### config.mk
export PLATFORM = sky130hd
export DESIGN_NAME = debounce_bank
export DESIGN_NICKNAME = d
export VERILOG_FILES = /design/src/rtl/debounce_pkg.sv /design/src/rtl/debounce_channel.sv /design/src/rtl/debounce_bank.sv
export SDC_FILE = /design/constraint.sdc
export NUM_CORES = 1
export LEC_CHECK = 0
export CORE_MARGIN = 2
export CORE_UTILIZATION = 40
export DETAILED_ROUTE_END_ITERATION = 12
export PLACE_DENSITY_LB_ADDON = 0.1
export RECOVER_POWER = 25
export SETUP_SLACK_MARGIN = 0.5
export SLEW_MARGIN = 20
export SYNTH_ARGS = -nofsm -noshare
export SYNTH_HDL_FRONTEND = slang
export SYNTH_SLANG_ARGS = --single-unit
### constraint.sdc
create_clock -name clk -period 6.8 [get_ports clk]
set_input_delay 0.68 -clock clk [delete_from_list [all_inputs] [get_ports clk]]
set_output_delay 0.68 -clock clk [all_outputs]
set_load 0.02 [all_outputs]
### src/rtl/debounce_pkg.sv
`default_nettype none
`timescale 1ns/1ps
// +------------------------------------------------------------------+
// | debounce_pkg : shared timing defaults and width helper           |
// | Rev 1.0                                                          |
// +------------------------------------------------------------------+
package debounce_pkg;

    // Defaults for a 100 MHz clock: 50 ms debounce, 1 s long press, 200 ms repeat
    localparam int unsigned DEF_DB_CYCLES     = 5_000_000;
    localparam int unsigned DEF_LONG_CYCLES   = 100_000_000;
    localparam int unsigned DEF_REPEAT_CYCLES = 20_000_000;

    // ceil(log2(value)), never less than 1 so every counter has at least one bit
    function automatic int unsigned clog2w(input int unsigned value);
        int unsigned w;
        w = 1;
        for (int unsigned i = 1; i < 32; i++) begin
            if ((64'd1 << i) < 64'(value)) begin
                w = i + 1;
            end
        end
        return w;
    endfunction

endpackage
`default_nettype wire

### src/rtl/debounce_channel.sv
`default_nettype none
`timescale 1ns/1ps
// +------------------------------------------------------------------+
// | debounce_channel : sync, debounce, strobes, long/repeat, 1 pin   |
// | Rev 1.0                                                          |
// +------------------------------------------------------------------+
module debounce_channel
    import debounce_pkg::*;
#(
    parameter int unsigned DB_CYCLES     = DEF_DB_CYCLES,
    parameter int unsigned LONG_CYCLES   = DEF_LONG_CYCLES,
    parameter int unsigned REPEAT_CYCLES = DEF_REPEAT_CYCLES
) (
    input  logic clk,
    input  logic n_reset,
    input  logic pin_i,
    output logic db_o,
    output logic press_o,
    output logic release_o,
    output logic long_o,
    output logic repeat_o
);

    localparam int unsigned DBW      = clog2w(DB_CYCLES);
    localparam int unsigned HOLD_MAX = (LONG_CYCLES > REPEAT_CYCLES) ? LONG_CYCLES : REPEAT_CYCLES;
    localparam int unsigned HW       = clog2w(HOLD_MAX + 1);
    localparam bit          REP_EN   = (REPEAT_CYCLES > 0);

    localparam logic [DBW-1:0] DB_LAST   = DBW'(DB_CYCLES - 1);
    localparam logic [HW-1:0]  LONG_LAST = HW'(LONG_CYCLES - 1);
    localparam logic [HW-1:0]  REP_LAST  = HW'(REP_EN ? REPEAT_CYCLES - 1 : 0);

    logic [1:0]     sync_q,      sync_d;
    logic [DBW-1:0] db_cnt_q,    db_cnt_d;
    logic           db_q,        db_d;
    logic [HW-1:0]  hold_q,      hold_d;
    logic           long_done_q, long_done_d;
    logic           press_q,     press_d;
    logic           release_q,   release_d;
    logic           long_q,      long_d;
    logic           repeat_q,    repeat_d;
    logic           flip;

    always_comb begin
        sync_d      = {sync_q[0], pin_i};
        db_cnt_d    = '0;
        db_d        = db_q;
        flip        = 1'b0;
        hold_d      = hold_q;
        long_done_d = long_done_q;
        press_d     = 1'b0;
        release_d   = 1'b0;
        long_d      = 1'b0;
        repeat_d    = 1'b0;

        if (sync_q[1] != db_q) begin
            if (db_cnt_q == DB_LAST) begin
                db_d = sync_q[1];
                flip = 1'b1;
            end else begin
                db_cnt_d = db_cnt_q + 1'b1;
            end
        end

        // A level change outranks any hold threshold reached on the same edge
        if (flip) begin
            press_d     = ~db_q;
            release_d   = db_q;
            hold_d      = '0;
            long_done_d = 1'b0;
        end else if (db_q) begin
            if (!long_done_q) begin
                if (hold_q == LONG_LAST) begin
                    long_d      = 1'b1;
                    long_done_d = 1'b1;
                    hold_d      = '0;
                end else begin
                    hold_d = hold_q + 1'b1;
                end
            end else if (REP_EN) begin
                if (hold_q == REP_LAST) begin
                    repeat_d = 1'b1;
                    hold_d   = '0;
                end else begin
                    hold_d = hold_q + 1'b1;
                end
            end
        end
    end

    always_ff @(posedge clk) begin
        if (n_reset) begin
            sync_q      <= '0;
            db_cnt_q    <= '0;
            db_q        <= 1'b0;
            hold_q      <= '0;
            long_done_q <= 1'b0;
            press_q     <= 1'b0;
            release_q   <= 1'b0;
            long_q      <= 1'b0;
            repeat_q    <= 1'b0;
        end else begin
            sync_q      <= sync_d;
            db_cnt_q    <= db_cnt_d;
            db_q        <= db_d;
            hold_q      <= hold_d;
            long_done_q <= long_done_d;
            press_q     <= press_d;
            release_q   <= release_d;
            long_q      <= long_d;
            repeat_q    <= repeat_d;
        end
    end

    assign db_o      = db_q;
    assign press_o   = press_q;
    assign release_o = release_q;
    assign long_o    = long_q;
    assign repeat_o  = repeat_q;

endmodule
`default_nettype wire

### src/rtl/debounce_bank.sv
`default_nettype none
`timescale 1ns/1ps
// +------------------------------------------------------------------+
// | debounce_bank : multi-channel push-button conditioner            |
// | Rev 1.0                                                          |
// +------------------------------------------------------------------+
module debounce_bank
    import debounce_pkg::*;
#(
    parameter int unsigned         CHANNELS      = 4,
    parameter int unsigned         DB_CYCLES     = DEF_DB_CYCLES,
    parameter int unsigned         LONG_CYCLES   = DEF_LONG_CYCLES,
    parameter int unsigned         REPEAT_CYCLES = DEF_REPEAT_CYCLES,
    parameter logic [CHANNELS-1:0] ACTIVE_LOW    = {CHANNELS{1'b0}}
) (
    input  logic                clk,
    input  logic                n_reset,
    input  logic [CHANNELS-1:0] button_in,
    output logic [CHANNELS-1:0] db_out,
    output logic [CHANNELS-1:0] press_pulse,
    output logic [CHANNELS-1:0] release_pulse,
    output logic [CHANNELS-1:0] long_pulse,
    output logic [CHANNELS-1:0] repeat_pulse,
    output logic                any_pressed
);

    generate
        if (DB_CYCLES < 2 || LONG_CYCLES <= DB_CYCLES) begin : g_param_check
            $error("debounce_bank: need DB_CYCLES >= 2 and LONG_CYCLES > DB_CYCLES");
        end
    endgenerate

    // Everything downstream of this XOR works on "1 = pressed"
    logic [CHANNELS-1:0] pin_logical;
    assign pin_logical = button_in ^ ACTIVE_LOW;

    generate
        for (genvar i = 0; i < CHANNELS; i++) begin : g_chan
            debounce_channel #(
                .DB_CYCLES     (DB_CYCLES),
                .LONG_CYCLES   (LONG_CYCLES),
                .REPEAT_CYCLES (REPEAT_CYCLES)
            ) u_chan (
                .clk       (clk),
                .n_reset   (n_reset),
                .pin_i     (pin_logical[i]),
                .db_o      (db_out[i]),
                .press_o   (press_pulse[i]),
                .release_o (release_pulse[i]),
                .long_o    (long_pulse[i]),
                .repeat_o  (repeat_pulse[i])
            );
        end
    endgenerate

    logic any_pressed_q;

    always_ff @(posedge clk) begin
        if (n_reset) begin
            any_pressed_q <= 1'b0;
        end else begin
            any_pressed_q <= |db_out;
        end
    end

    assign any_pressed = any_pressed_q;

endmodule
`default_nettype wire

Word-level counts from Yosys, hierarchy flattened:

Cells that the tools add are included.
W data, S select, Z words.

* flip-flop bits (word level): 233
* output and inout bits: 21
* logic and storage cells: 134

* $add $sub $neg: 8
* equality and inequality tests: 16
* mux-type cells: 32
* bitwise logic cells: 16
* reductions and logical operators: 25

Operators by type and width (count)
* $mux W27: 12
* $add A27 B1 Y27 const B: 4
* $eq A27 B25 Y1 const B: 4
* $eq A27 B27 Y1 const B: 4
* $add A23 B1 Y23 const B: 4
* $eq A23 B23 Y1 const B: 4
* $reduce_or A4 Y1: 9
* $mux W1: 20
* $not A1 Y1: 16
* $reduce_or A2 Y1: 8
* $reduce_or A3 Y1: 4
* $reduce_and A2 Y1: 4
* $ne A1 B1 Y1: 4

Depth between registers and ports, before layout:

* depth in word-level cells: 5
* mapped depth: 7

Cells and area by module:

A second synthesis with hierarchy kept.

* cells, all modules: 1231
* area total of the unflattened synthesis: 10978.0 um2

Modules (own cells, without submodules)
* debounce_channel (g_chan[0].u_chan ...): times used 3, cells each 307, area an instance 2732.6 um2, seq. area each 1161.1 um2
* debounce_channel (g_chan[3].u_chan): times used 1, cells each 307, area an instance 2750.1 um2, seq. area each 1161.1 um2
* debounce_bank: times used 1, cells each 3, area an instance 30.0 um2, seq. area each 20.0 um2

Worst setup path after synthesis:

Ideal clock, no wire load.

* kind: register -> register
* start point: register g_chan[1].u_chan.hold_q[0]
* end point: register g_chan[1].u_chan.hold_q[10]
* arrival time: 2142 ps
* data required time: 6670 ps
* slack: 4528 ps
* cell stages (with the launch flop): 7
* buffers on the path: 1
* clock period less this slack: 2272 ps
* cell sequence: dfxtp_1 ha_1 nand4_1 or2_0 a2111oi_2 clkbuf_1 nor3_1

* longest elaborated chain between the ends: 3
* elaborated cells between the ends (all ways): 6

Ends and longest elaborated chain
* start, declared: line debounce_channel.sv:36 `logic [HW-1:0] hold_q, hold_d;`
* start signal, assigned: line debounce_channel.sv:106 `hold_q <= hold_d;`
* $add A27 B1 Y27, or another cell as far along: line debounce_channel.sv:78, debounce_channel.sv:85
* $mux W27 (on tied branches): line debounce_channel.sv:73, debounce_channel.sv:81
* $mux W27 *: line debounce_channel.sv:72 `if (!long_done_q) begin`

Mark *: on every way between the ends. The rest lies on a longest branch, timed or not.
A chain may end at the register's enable or synchronous reset.

Worst setup path after layout:

* start point: input port n_reset
* end point: register g_chan[1].u_chan.db_cnt_q[10]

* longest elaborated chain between the ends: 1

Ends and longest elaborated chain
* start, declared: line debounce_bank.sv:17 `input logic n_reset,`
* $reduce_or A3 Y1 (no line)
* end signal, assigned: line debounce_channel.sv:104 `db_cnt_q <= db_cnt_d;`
* end, declared: line debounce_channel.sv:34 `logic [DBW-1:0] db_cnt_q, db_cnt_d;`

Every way passes these cells.

==> impl_metrics.yaml <==
global_routing:
  antenna_violations_before_repair: 0
  grt_pass1_vias: 8569
  largest_net_degree_at_the_start_of_global_routing: 31
  grt_overflow: 0
  grt_util_all_layers_pct: 16.9
  grt_pass1_wl_um: 42000
clock_network:
  clkLatencyLatePin_ps: 530
  htree_levels: 1
  ctsHoldBuffers: 0
  clk_pin_slew_worst_paths_ps: 60
  numClockSinks: 233
  cts_max_path_buffers: 3
  post-cts-setup-buffer-count: 0
  cts-root-buf: "clkbuf_16"
  total_cts_buffers: 28
  ctsResizeCount: 0
  cts_tree: "yes"
logic_synthesis:
  netlist_instances: 1281
  ys_seq_area_share_pct: 42.0
  synth.ff_latch_count: 233
  synth_ff_type: "dfxtp_1"
  synth_area_leaders: "dfxtp_1, xnor2_1, or4_1"
  yosysTopAreaCellShare_pct: 42.0
  synth.lib_cells_used.distinct: 54
  synth_largest_area_cell: "dfxtp_1"
  number_of_synthesized_flops_with_an_enable_pin: 0
  ys_async_sr_fraction_pct: 0
  synth_nets: 1295
  synth-warning-count: 0
  post_synth.cell_area_avg_um2: 8.66
  synthesized_cell_area_um2: 11100
drt:
  highest_layer: "met4"
  detail_route.vias_per_cell: 5.48
  num_vias: 9118
  first_iter_violations: 485
  totalWireLength_um: 24100
  wl_met1_um: 12200
  met2RoutedLength_um: 10700
  antenna_violating_nets_left: 0
  met3RoutedLength_um: 795
  route.detailed.drc: 0
  dr.pass1.iters: 4
  drt-wirelength-per-cell_um: 14.5
worst_setup_path:
  setup.worst_path.start_class: "primary input"
  worst_ep_arrival_time_ps: 3890
  setup.worst_path.class: "in -> reg"
  worst-path-max-fanout: 23
  worst_setup_path_end_kind: "flip-flop"
  critPathRequiredTime_ps: 7170
power:
  post-layout-total-power_mw: 2.94
  worst_ir_drop_vdd_mv: 0.169
  p_leak_nw: 3.49
  pwr_density_cell_nw_per_um2: 234
outcome:
  outcome: "finished clean"
layout:
  drive_above_1_share_pct: 6.20
  finalNetCount: 1286
  highest_count_cells_in_the_layout_ignoring_fill_and_taps: "dfxtp_1, nor2_1, nor3_1"
  area.growth.synth_to_final_pct: 12.9
  diodes: 0
  most_common_cell_after_layout_fill_and_taps_aside: "dfxtp_1"
min_path:
  worstHoldPathType: "reg -> reg"
sta:
  report.final.setup_viol: 0
  maxSlewViolCount: 0
  fmaxAchievable_ghz: 0.284
  min_period_ps: 3520
  final_hold_viol_count: 0
  rsz0062_at_grt: "no"
  finClkSkew_ps: 9.24
  setup-tns-final_ps: 0
  final_min_period_over_clock_period_pct: 51.7
  slew-limit-headroom_pct: 16.0
  tightestPinTransition_ps: 1260
  post-route-worst-setup-slack_ps: 3280
floorplanning:
  floorplan.rows: 60
  initial_utilization_pct: 40.9
  io_pins: 27
  dieArea_um2: 29100
  dieHeight_um: 171
  die_span_in_x_um: 171
  core-area_um2: 27100
placement:
  post_placement_setup_slack_ps: 4020
  gp_routability_congestion: 0.795
  numPortBuffers: 26
  post-dp-hpwl_um: 15900
flow_run:
  timing.max_cap.violations: 0
==> layer usage <==
layer,vias up,track usage [%]
met5,-,0
met2,89,27.1
met4,0,3.86
li1,4730,-
met3,37,2.78
met1,4262,23.8
==> sequential cells by signal (all words and copies together), names as in the netlist <==
register                   count
g_chan.u_chan.release_o        4
g_chan.u_chan.hold_q         108
any_pressed                    1
g_chan.u_chan.sync_q           8
g_chan.u_chan.long_done_q      4
g_chan.u_chan.long_o           4
g_chan.u_chan.db_o             4
g_chan.u_chan.press_o          4
g_chan.u_chan.repeat_o         4
g_chan.u_chan.db_cnt_q        92
==> cells by family (layout without fill, tap and decap cells) <==
family / after synthesis / count (layout) / share of synthesized area (%)
DFF: 233 / 233 / 42.0
buffers and inverters: 123 / 133 / 5.15
xor gates and xnor gates: 107 / 107 / 8.45
adders and majority gates: 8 / 8 / 0.902
and+or+nand+nor: 614 / 614 / 31.7
AOI/OAI and AO/OA: 192 / 192 / 11.4
muxes: 4 / 4 / 0.361
==> layout make-up <==
cell class                 count  area (um2)
clock buffer                  41         881
clock inverter                 8        96.3
fill                        2615       14600
inverter                      46         173
multi-input combinational    925        5900
sequential                   233        4660
tap                          372         465
timing repair buffer          38         347
==> per-stage QoR <==
step	hold slack [ps]	util (%)	cell area, um2	instances
floorplan	414	-	11100	1281
global placement	422	42.6	11500	1613
detailed placement	430	42.6	11500	1613
CTS	442	46.2	12500	1662
global route	464	46.2	12500	1663
finish	433	46.2	12500	1663
==> cell usage after synthesis, types with 2 or more instances <==
cell type and n:
a2111oi_4 2, a211oi_1 48, a21oi_1 43, a41o_1 2, and2_1 5, and3_1 16
and3b_1 3, and4_1 14, and4b_1 2, buf_2 10, buf_4 20, buf_6 3
clkbuf_1 44, dfxtp_1 233, ha_1 8, inv_1 46, mux2i_1 4, nand2_1 69
nand3_1 72, nand4_1 57, nand4b_1 5, nand4bb_1 4, nor2_1 86, nor2b_1 12
nor3_1 81, nor3b_1 4, nor4_1 31, nor4b_1 11, nor4bb_1 3, o21ai_0 53
o21ai_1 2, o31ai_1 34, o41ai_1 3, or2_0 2, or2_2 8, or3_1 52
or4_1 61, or4_4 3, or4b_1 3, or4b_2 3, xnor2_1 77, xor2_1 30
==> report_power, final <==
group	switching, mW	internal [mW]
logic	0.0225	0.00841
clock network	0.570	0.965
registers	0.00188	1.37
total	0.595	2.34
==> worst paths after layout <==
| path | cells past startpoint | end | from | slack, ps |
|---|---|---|---|---|
| worst max register to register | 4 | g_chan[1].u_chan.hold_q[0] | g_chan[1].u_chan.db_cnt_q[11] | 4030 |
| worst min register to register | 1 | g_chan[2].u_chan.sync_q[1] | g_chan[2].u_chan.sync_q[0] | 430 |
| worst max-delay path | 7 | g_chan[1].u_chan.db_cnt_q[10] | n_reset | 3280 |
| worst min-delay path | 1 | g_chan[2].u_chan.sync_q[1] | g_chan[2].u_chan.sync_q[0] | 430 |
==> worst max-delay path, cell delays in order <==
cell	delay, ps
dlygate4sd3_1	520
clkbuf_1	920
inv_1	460
and2_0	290
o21ai_0	90
clkbuf_1	800
nor2_1	120
No activity file was read; power rests on OpenSTA's default activity.
